<file path="src/rtl/wm_pkg.sv">
// Shared definitions for the washing-machine controller and its cycle timer:
// timer state encoding, nominal phase durations and wash mode encodings.
package wm_pkg;

  typedef enum logic [1:0] {
    IDLE = 2'd0,
    RUN  = 2'd1,
    HOLD = 2'd2
  } timerState_t;

  localparam int unsigned FILL_TIME  = 5000000;
  localparam int unsigned WASH_TIME  = 15000000;
  localparam int unsigned RINSE_TIME = 10000000;
  localparam int unsigned SPIN_TIME  = 8000000;

  typedef enum logic [1:0] {
    NORMAL     = 2'd0,
    DELICATE   = 2'd1,
    HEAVY      = 2'd2,
    RINSE_ONLY = 2'd3
  } washMode_t;

endpackage

</file>
<file path="src/rtl/wm_cycle_timer_if.sv">
// Timer interface between the washing-machine controller (master) and
// the cycle timer (slave).
interface wm_cycle_timer_if
  import wm_pkg::*;
#(
  parameter int CNT_W = 32
);

  logic             timer_start;
  logic [CNT_W-1:0] timer_value;
  logic             hold;
  logic             abort;
  logic             timer_done;
  logic             busy;
  logic [CNT_W-1:0] remaining;
  logic             phase;

  modport master (
    output timer_start, timer_value, hold, abort,
    input  timer_done, busy, remaining, phase
  );

  modport slave (
    input  timer_start, timer_value, hold, abort,
    output timer_done, busy, remaining, phase
  );

endinterface

</file>
<file path="src/rtl/wm_tick_prescaler.sv">
// Divides clk down to a one-cycle tick every DIV enabled cycles.
// Only instantiated when WM_CYCLE_TIMER_PRESCALE_EN is defined.
module wm_tick_prescaler
  import wm_pkg::*;
#(
  parameter int DIV = 1000
) (
  input  logic clk,
  input  logic reset,
  input  logic i_clear,
  input  logic i_enable,
  output logic o_tick
);

  localparam logic [15:0] LAST = 16'(DIV - 1);

  logic [15:0] r_count;

  assign o_tick = (r_count == LAST);

  // Count enabled cycles, wrapping after the tick; a clear restarts the period.
  always_ff @(posedge clk or posedge reset) begin
    if (reset) begin
      r_count <= '0;
    end else if (i_clear) begin
      r_count <= '0;
    end else if (i_enable) begin
      if (o_tick) begin
        r_count <= '0;
      end else begin
        r_count <= r_count + 16'd1;
      end
    end
  end

endmodule

</file>
<file path="src/rtl/wm_cycle_timer.sv">
// Programmable countdown timer answering the controller's timer interface.
// Define WM_CYCLE_TIMER_PRESCALE_EN to count ticks of PRESCALE_DIV clk
// cycles instead of single clk cycles.
module wm_cycle_timer
  import wm_pkg::*;
#(
  parameter int CNT_W        = 32,
  parameter int PHASE_LOG2   = 20,
  parameter int PRESCALE_DIV = 1000
) (
  input  logic               clk,
  input  logic               reset,
  wm_cycle_timer_if.slave    tif
);

  localparam logic [CNT_W-1:0] CNT_ONE = {{(CNT_W-1){1'b0}}, 1'b1};

  // Catch illegal configurations at elaboration time.
  if (PRESCALE_DIV < 2 || PRESCALE_DIV > 65535) begin : g_badDiv
    $error("PRESCALE_DIV out of range");
  end
  if (PHASE_LOG2 < 0 || PHASE_LOG2 >= CNT_W) begin : g_badPhase
    $error("PHASE_LOG2 out of range");
  end

  timerState_t      r_state;
  timerState_t      w_stateNext;
  logic [CNT_W-1:0] r_remaining;
  logic [CNT_W-1:0] w_remainingNext;
  logic [CNT_W-1:0] r_elapsed;
  logic [CNT_W-1:0] w_elapsedNext;
  logic             r_done;
  logic             w_doneNext;
  logic             w_tick;

`ifdef WM_CYCLE_TIMER_PRESCALE_EN
  logic w_prescaleTick;

  wm_tick_prescaler #(
    .DIV (PRESCALE_DIV)
  ) u_prescaler (
    .clk      (clk),
    .reset    (reset),
    .i_clear  (tif.abort | tif.timer_start),
    .i_enable ((r_state == RUN) && !tif.hold),
    .o_tick   (w_prescaleTick)
  );

  assign w_tick = (r_state == RUN) && w_prescaleTick;
`else
  assign w_tick = (r_state == RUN);
`endif

  // Next-state decode: abort beats start, start beats expiry, expiry beats hold.
  always_comb begin
    w_stateNext     = r_state;
    w_remainingNext = r_remaining;
    w_elapsedNext   = r_elapsed;
    w_doneNext      = 1'b0;
    if (tif.abort) begin
      w_stateNext     = IDLE;
      w_remainingNext = '0;
      w_elapsedNext   = '0;
    end else if (tif.timer_start) begin
      w_remainingNext = (tif.timer_value == '0) ? CNT_ONE : tif.timer_value;
      w_elapsedNext   = '0;
      w_stateNext     = tif.hold ? HOLD : RUN;
    end else begin
      case (r_state)
        RUN: begin
          if (w_tick && (r_remaining == CNT_ONE)) begin
            w_remainingNext = '0;
            w_elapsedNext   = r_elapsed + CNT_ONE;
            w_doneNext      = 1'b1;
            w_stateNext     = IDLE;
          end else if (tif.hold) begin
            w_stateNext = HOLD;
          end else if (w_tick) begin
            w_remainingNext = r_remaining - CNT_ONE;
            w_elapsedNext   = r_elapsed + CNT_ONE;
          end
        end
        HOLD: begin
          if (!tif.hold) begin
            w_stateNext = RUN;
          end
        end
        default: begin
          w_stateNext     = IDLE;
          w_remainingNext = '0;
        end
      endcase
    end
  end

  // State, counters and the registered done pulse.
  always_ff @(posedge clk or posedge reset) begin
    if (reset) begin
      r_state     <= IDLE;
      r_remaining <= '0;
      r_elapsed   <= '0;
      r_done      <= 1'b0;
    end else begin
      r_state     <= w_stateNext;
      r_remaining <= w_remainingNext;
      r_elapsed   <= w_elapsedNext;
      r_done      <= w_doneNext;
    end
  end

  assign tif.timer_done = r_done;
  assign tif.busy       = (r_state == RUN) || (r_state == HOLD);
  assign tif.remaining  = r_remaining;
  assign tif.phase      = r_elapsed[PHASE_LOG2];

endmodule

</file>
<file path="src/flat_wrapper.sv">
// flat-port wrapper written by rule: the top's interface ports become plain ports
module wm_cycle_timer_flat import wm_pkg::*;
#(
  parameter int CNT_W        = 32,
  parameter int PHASE_LOG2   = 20,
  parameter int PRESCALE_DIV = 1000
)
  (clk, reset, tif_timer_start, tif_timer_value, tif_hold, tif_abort, tif_timer_done, tif_busy, tif_remaining, tif_phase);
  wm_cycle_timer_if #(.CNT_W(CNT_W)) tif_i ();
  input  logic clk;
  input  logic reset;
  input wire logic [$bits(tif_i.timer_start)-1:0] tif_timer_start;
  input wire logic [$bits(tif_i.timer_value)-1:0] tif_timer_value;
  input wire logic [$bits(tif_i.hold)-1:0] tif_hold;
  input wire logic [$bits(tif_i.abort)-1:0] tif_abort;
  output wire logic [$bits(tif_i.timer_done)-1:0] tif_timer_done;
  output wire logic [$bits(tif_i.busy)-1:0] tif_busy;
  output wire logic [$bits(tif_i.remaining)-1:0] tif_remaining;
  output wire logic [$bits(tif_i.phase)-1:0] tif_phase;
  assign tif_i.timer_start = tif_timer_start;
  assign tif_i.timer_value = tif_timer_value;
  assign tif_i.hold = tif_hold;
  assign tif_i.abort = tif_abort;
  assign tif_timer_done = tif_i.timer_done;
  assign tif_busy = tif_i.busy;
  assign tif_remaining = tif_i.remaining;
  assign tif_phase = tif_i.phase;
  wm_cycle_timer #(.CNT_W(CNT_W), .PHASE_LOG2(PHASE_LOG2), .PRESCALE_DIV(PRESCALE_DIV)) u_core (.clk(clk), .reset(reset), .tif(tif_i));
endmodule
</file>
<file path="config.mk">
export PLATFORM = sky130hd
export DESIGN_NAME = wm_cycle_timer_flat
export DESIGN_NICKNAME = d
export VERILOG_FILES = /design/src/rtl/wm_pkg.sv /design/src/rtl/wm_cycle_timer_if.sv /design/src/rtl/wm_tick_prescaler.sv /design/src/rtl/wm_cycle_timer.sv /design/src/flat_wrapper.sv
export SDC_FILE = /design/constraint.sdc
export NUM_CORES = 1
export LEC_CHECK = 0
export ABC_AREA = 0
export CORE_ASPECT_RATIO = 1.1
export CORE_MARGIN = 4
export CORE_UTILIZATION = 48
export DETAILED_ROUTE_END_ITERATION = 6
export PLACE_DENSITY = 0.78
export RECOVER_POWER = 25
export SLEW_MARGIN = 25
export SYNTH_ARGS = -nofsm -noshare
export SYNTH_HDL_FRONTEND = slang
export SYNTH_SLANG_ARGS = --single-unit
</file>
<file path="constraint.sdc">
create_clock -name clk -period 2.6 [get_ports clk]
set_clock_uncertainty 0.2 [all_clocks]
set_input_delay 0.26 -clock clk [delete_from_list [all_inputs] [get_ports clk]]
set_output_delay 0.26 -clock clk [all_outputs]
set_load 0.02 [all_outputs]
</file>
Yosys cells after proc, flatten, opt, wreduce, memory -nomap -nowiden
Index checks and enable logic that the tools add are counted.
- logic and storage cells: 43
- flip-flop bits (word level): 67
- eq/ne operators: 8
- reduce and logical (&&, ||, !) cells: 7
- add/subtract/negate cells: 2
- multiplexer cells: 22
- operator list (cell ; count):
    32-bit two-way mux ; 10
    32-bit case mux with 2 select lines ; 1
    32-bit by 1-bit adder with 32-bit output, second input constant ; 1
    32-bit by 1-bit == test with 1-bit output, second input constant ; 1
    32-bit logical NOT ; 1
    32-bit by 1-bit subtractor with 32-bit output, second input constant ; 1
    2-bit two-way mux ; 6
    5-bit inequality test, second input constant ; 2
    2-bit AND reduction ; 3
    1-bit two-way mux ; 4
    4-bit by 2-bit inequality test with 1-bit output, second input constant ; 1
    4-bit inequality test, second input constant ; 1
    2-bit case mux with 2 select lines ; 1
    3-bit inequality test, second input constant ; 1
    3-bit nonzero test ; 1
    2-bit by 1-bit == test with 1-bit output, second input constant ; 1
    2-bit == test, second input constant ; 1
    1-bit logical AND ; 1
    1-bit logical OR ; 1

Logic depth before layout (Yosys ltp)
- word-level depth: 6
- gate-level depth with buffers: 10
- mapped depth without buffers: 8

Worst setup path after synthesis
OpenSTA, ideal clock, no wires.
- kind: register -> register
- start point: reg u_core.r_remaining[1] (netlist: u_core.tif.remaining[1])
- end point: reg u_core.r_remaining[24] (netlist: u_core.tif.remaining[24])
- setup time: 126 ps
- cell stages (with the launch flop): 9
- arrival time: 2453 ps
- clock period less this slack: 2779 ps
- required time: 2274 ps
- setup slack: -179 ps
- cell sequence: dfrtp_1 -> inv_1 -> ha_1 -> or3b_2 -> or4_1 -> buf_2 -> a21o_1 -> buf_2 -> a221o_1
- cells in the longest elaborated chain, start to end: 6
- elaborated cells between the ends (all ways): 10
- those cells by class: 1 x add/sub; 2 x eq/ne; 5 x mux; 2 x reduce/logical
- ends and longest elaborated chain (what ; RTL line ; source):
    from (decl) ; wm_cycle_timer.sv:28 ; logic [CNT_W-1:0] r_remaining;
    from (signal assigned) ; wm_cycle_timer.sv:105 ; r_remaining <= w_remainingNext;
    32-bit by 1-bit subtractor with 32-bit output or 32-bit by 1-bit == test with 1-bit output (tied branches) ; wm_cycle_timer.sv:79, wm_cycle_timer.sv:71 ;
    32-bit two-way mux or 1-bit logical AND (tied branches) ; wm_cycle_timer.sv:76, wm_cycle_timer.sv:71 ;
    32-bit two-way mux ; wm_cycle_timer.sv:71 ; if (w_tick && (r_remaining == CNT_ONE)) begin
    32-bit case mux with 2 select lines ; wm_cycle_timer.sv:69 ; case (r_state)
    32-bit two-way mux ; wm_cycle_timer.sv:64 ; end else if (tif.timer_start) begin
    32-bit two-way mux ; wm_cycle_timer.sv:60 ; if (tif.abort) begin
Several ways; a longest one is shown, not always the timed one. The select of a mux whose other input is x is not followed.
A chain may end at the register's enable or synchronous reset.

Worst setup path after layout
- start point: reg u_core.r_remaining[29] (netlist: u_core.tif.remaining[29])
- end point: reg u_core.r_remaining[29] (netlist: u_core.tif.remaining[29])
The elaborated chain is that of the path after synthesis.

==> flow_summary.json <==
{
  "gp_congestion": 0.982,
  "num_vias": 4306,
  "syn-num-nets": 486,
  "cts_hold_buf": 0,
  "arrival_ns": 2.60,
  "design.die.area_um2": 9320,
  "finalCritPeriodShare_pct": 99.5,
  "r2r_start": "u_core.tif.remaining[29]$_DFFE_PP0P_",
  "die_w_um": 92.4,
  "drt_wl_total_um": 13500,
  "num_antenna_cells": 0,
  "drive_above_1_share_pct": 23.5,
  "wl_per_cell_um": 19.6,
  "cts_buffers": 5,
  "r2r-end": "u_core.tif.remaining[29]$_DFFE_PP0P_",
  "die_height_um": 101,
  "crit_path_top_delay_cell": "or4_4",
  "drc": 0,
  "post_synth_num_cell_types": 61,
  "final_nets": 625,
  "core_um2": 7560,
  "grt_use_met2_pct": 47.4,
  "synth.top_cell.area_share_pct": 37.2,
  "ff2ff_path_depth": 7,
  "worst-slew-pin-transition_ns": 0.966,
  "cp-start-kind": "flop",
  "h-tree-depth": 2,
  "power_density_nw_per_um2": 409,
  "clk_latency_ns": 0.32,
  "grtUsageMet3_pct": 4.56,
  "final_cells": 689,
  "final-seq-area_um2": 1410,
  "path_class": "flop to flop",
  "p_int_mw": 1.45,
  "met1_usage_pct": 38.2,
  "endpoint_kind": "flop",
  "cts_tree": "done",
  "antenna_found_initial": 0,
  "crit_end": "u_core.tif.remaining[29]$_DFFE_PP0P_",
  "switching_share_pct": 34.7,
  "first_global_vias": 4181,
  "max-cap-violations": 0,
  "finalSetupViolations": 0,
  "slew-limit-headroom_pct": 35.6,
  "crit_start": "u_core.tif.remaining[29]$_DFFE_PP0P_",
  "clock.fmax_ghz": 0.386,
  "grt_max_degree": 41,
  "grt_pass1_wl_um": 21300,
  "synth_cells": 444,
  "worstPathMaxFanout": 24,
  "r2r_slack_ns": 0.01,
  "switching_power_mw": 0.773,
  "p_comb_share_pct": 35.2,
  "irDropWorstVdd_mv": 0.231,
  "yosys_warnings": 0,
  "vias_per_cell": 6.25,
  "path_buf_inv": 2,
  "hold_violations": 0,
  "first_pass_iters": 5,
  "period_minus_slack_ns": 2.59,
  "synth_edf_count": 0,
  "p_seq_share_pct": 42.2,
  "maxSlewViolCount": 0,
  "drt_iter0_markers": 216,
  "ys.flop_type": "dfrtp_1",
  "p_leak_nw": 2.23,
  "final_core_util_pct": 72.0,
  "syn_area_per_cell_um2": 8.48,
  "fill_cells": 610,
  "area_delta_synth_final_pct": 44.5,
  "synthArstFlopShare_pct": 100,
  "worstPathRequired_ns": 2.61,
  "synthTopCellsByArea": "dfrtp_1 (37%), a21oi_1 (5.2%), nor2_1 (4.1%), o21ai_0 (4.0%), nor4_1 (3.5%)",
  "ys_ff_latch": 56,
  "worstSetupPathDepth": 7,
  "io_pins": 72,
  "dpl_worst_slack_ns": -0.0279,
  "cts_root_buf": "clkbuf_8",
  "path_cells": "nor4_1 -> buf_4 -> nand4_1 -> or4_4 -> a21o_1 -> buf_12 -> a221o_1",
  "port-buffer-count": 71,
  "ys_seq_area_share_pct": 37.2,
  "layout_setup_ws_ns": 0.0125,
  "busiest_layer": "met2",
  "place_hpwl_um": 10200,
  "syn_area_um2": 3760,
  "rsz0062_at_grt": "true",
  "crit_family": "simple AND/OR/NAND/NOR gates",
  "cts_buffer_depth": 2,
  "ant_nets": 0,
  "critPathMaxStageDelay_ns": 0.57,
  "hold_path.class": "input port to async pin",
  "multi_input_area_um2": 2330,
  "cts.sinks": 56,
  "dp_cells": 671,
  "grtUsageTotal_pct": 28.8,
  "synth_area_leader_cell": "dfrtp_1",
  "grt_remaining_overflow": 0,
  "path_clk_slew_ns": 0.10,
  "rows": 33,
  "initial_core_util_pct": 49.8,
  "outcome": "finished, final reports clean",
  "p_clk_share_pct": 22.7
}
## logic make-up after synthesis
logic type / Yosys count / share of synthesized area (%)
adders and majority gates: 5 / 1.66
DFF: 56 / 37.2
buffers and inverters: 41 / 4.39
AOI/OAI and AO/OA: 143 / 25.5
and+or+nand+nor: 183 / 27.5
xor gates and xnor gates: 16 / 3.72
## cell usage in the layout (no fill, tap or decap), types with 4 or more instances in the layout
cell type / instances
buf_4: 79
clkdlybuf4s50_1: 70
dfrtp_1: 50
nor2_1: 41
a21oi_1: 37
nand2_1: 33
o21ai_0: 25
nor4_1: 15
nand4_1: 14
nor3_1: 14
inv_1: 14
nand3_1: 11
and3_1: 8
a21o_1: 8
xor2_1: 8
xnor2_1: 8
nor4_2: 7
o21ai_1: 7
o31ai_1: 7
a22o_1: 6
a211oi_1: 6
dfrtp_2: 6
or3_1: 5
clkbuf_8: 5
or2_2: 4
and2_1: 4
or4_1: 4
o2bb2ai_1: 4
a2bb2oi_1: 4
o22ai_1: 4
ha_1: 4
buf_6: 4
## cell usage after synthesis, types with 3 or more instances
| cell type | count |
|---|---|
| o2bb2ai_1 | 4 |
| a22o_1 | 6 |
| nand3b_1 | 3 |
| o31a_1 | 3 |
| xnor2_1 | 8 |
| a221o_1 | 3 |
| a21o_1 | 8 |
| clkbuf_1 | 20 |
| and2_1 | 4 |
| or4_1 | 5 |
| or3_1 | 5 |
| a2bb2oi_1 | 5 |
| xor2_1 | 8 |
| nor4_1 | 21 |
| a31o_2 | 3 |
| dfrtp_1 | 56 |
| buf_2 | 3 |
| nor3_1 | 14 |
| a32oi_1 | 4 |
| a22oi_1 | 3 |
| a211oi_1 | 6 |
| and3_1 | 9 |
| o22ai_1 | 4 |
| o21ai_0 | 30 |
| nand2_1 | 33 |
| o31ai_1 | 7 |
| nor2_1 | 41 |
| nor4_4 | 3 |
| nand4_1 | 14 |
| a21oi_1 | 39 |
| nand3_1 | 11 |
| o21bai_1 | 3 |
| or2_2 | 5 |
| inv_1 | 15 |
| ha_1 | 5 |
| nor3b_1 | 3 |
## per-stage QoR
| step | instance area [um2] | hold WS [ns] | TNS [ns] | total power [mW] |
|---|---|---|---|---|
| floorplan | 3800 | 0.209 | -0.104 | 1.31 |
| CTS | 5250 | 0.0568 | 0 | 2.18 |
| detailed placement | 5130 | 0.340 | -0.0983 | 1.69 |
| finish | 5440 | 0.279 | 0 | 2.22 |
| global route | 5440 | 0.363 | -0.350 | 2.31 |
| global placement | 5130 | 0.318 | 0 | 1.68 |
## worst reg2reg max path, stage by stage (launching register included)
cell	delay, ns
dfrtp_1	0.43
nor4_1	0.29
buf_4	0.17
nand4_1	0.09
or4_4	0.57
a21o_1	0.23
buf_12	0.18
a221o_1	0.32
## worst min path at each step
stage | to | depth (start not counted)
global route | u_core.tif.remaining[9]$_DFFE_PP0P_ | 2
floorplan | u_core.tif.remaining[22]$_DFFE_PP0P_ | 2
CTS | u_core.tif.remaining[10]$_DFFE_PP0P_ | 2
detailed placement | u_core.r_elapsed[7]$_DFFE_PP0P_ | 2
global placement | u_core.r_elapsed[20]$_DFFE_PP0P_ | 2
finish | u_core.tif.remaining[28]$_DFFE_PP0P_ | 2
## final cells by class
cell class | count | area share [%]
flip-flops and latches | 56 | 25.9
well taps | 105 | 2.41
clock buffers | 5 | 1.26
clock inverters | 3 | 0.391
multi-input cells | 347 | 42.9
inverters | 15 | 1.03
repair buffers | 158 | 26.1
## per-layer routing
layer / vias up / wire [um]
met5: - / 0
met4: 0 / 355
met3: 35 / 892
met2: 206 / 6690
met1: 2104 / 5600
li1: 1961 / -
## registers in the layout, indices dropped and copies added (netlist names)
signal                 count
u_core.r_elapsed          21
u_core.tif.remaining      32
u_core.tif.timer_done      1
u_core.r_state             2
## repair_timing
action / CTS / global route
resized for setup: 3 / 26
gates cloned: 0 / 1
setup buffers: 1 / 8
endpoints found under the setup margin: 16 / 43
pin swaps: 0 / 9
## power groups by stage
stage          combinational [mW]  sequential (mW)  clock, mW
2_1_floorplan               0.307             1.00          0
3_3_place_gp                0.731            0.951          0
3_5_place_dp                0.736            0.952          0
4_1_cts                     0.742            0.934      0.507
5_1_grt                     0.833            0.941      0.535
6_report                    0.782            0.937      0.504
No activity file was read; power rests on OpenSTA's default activity.
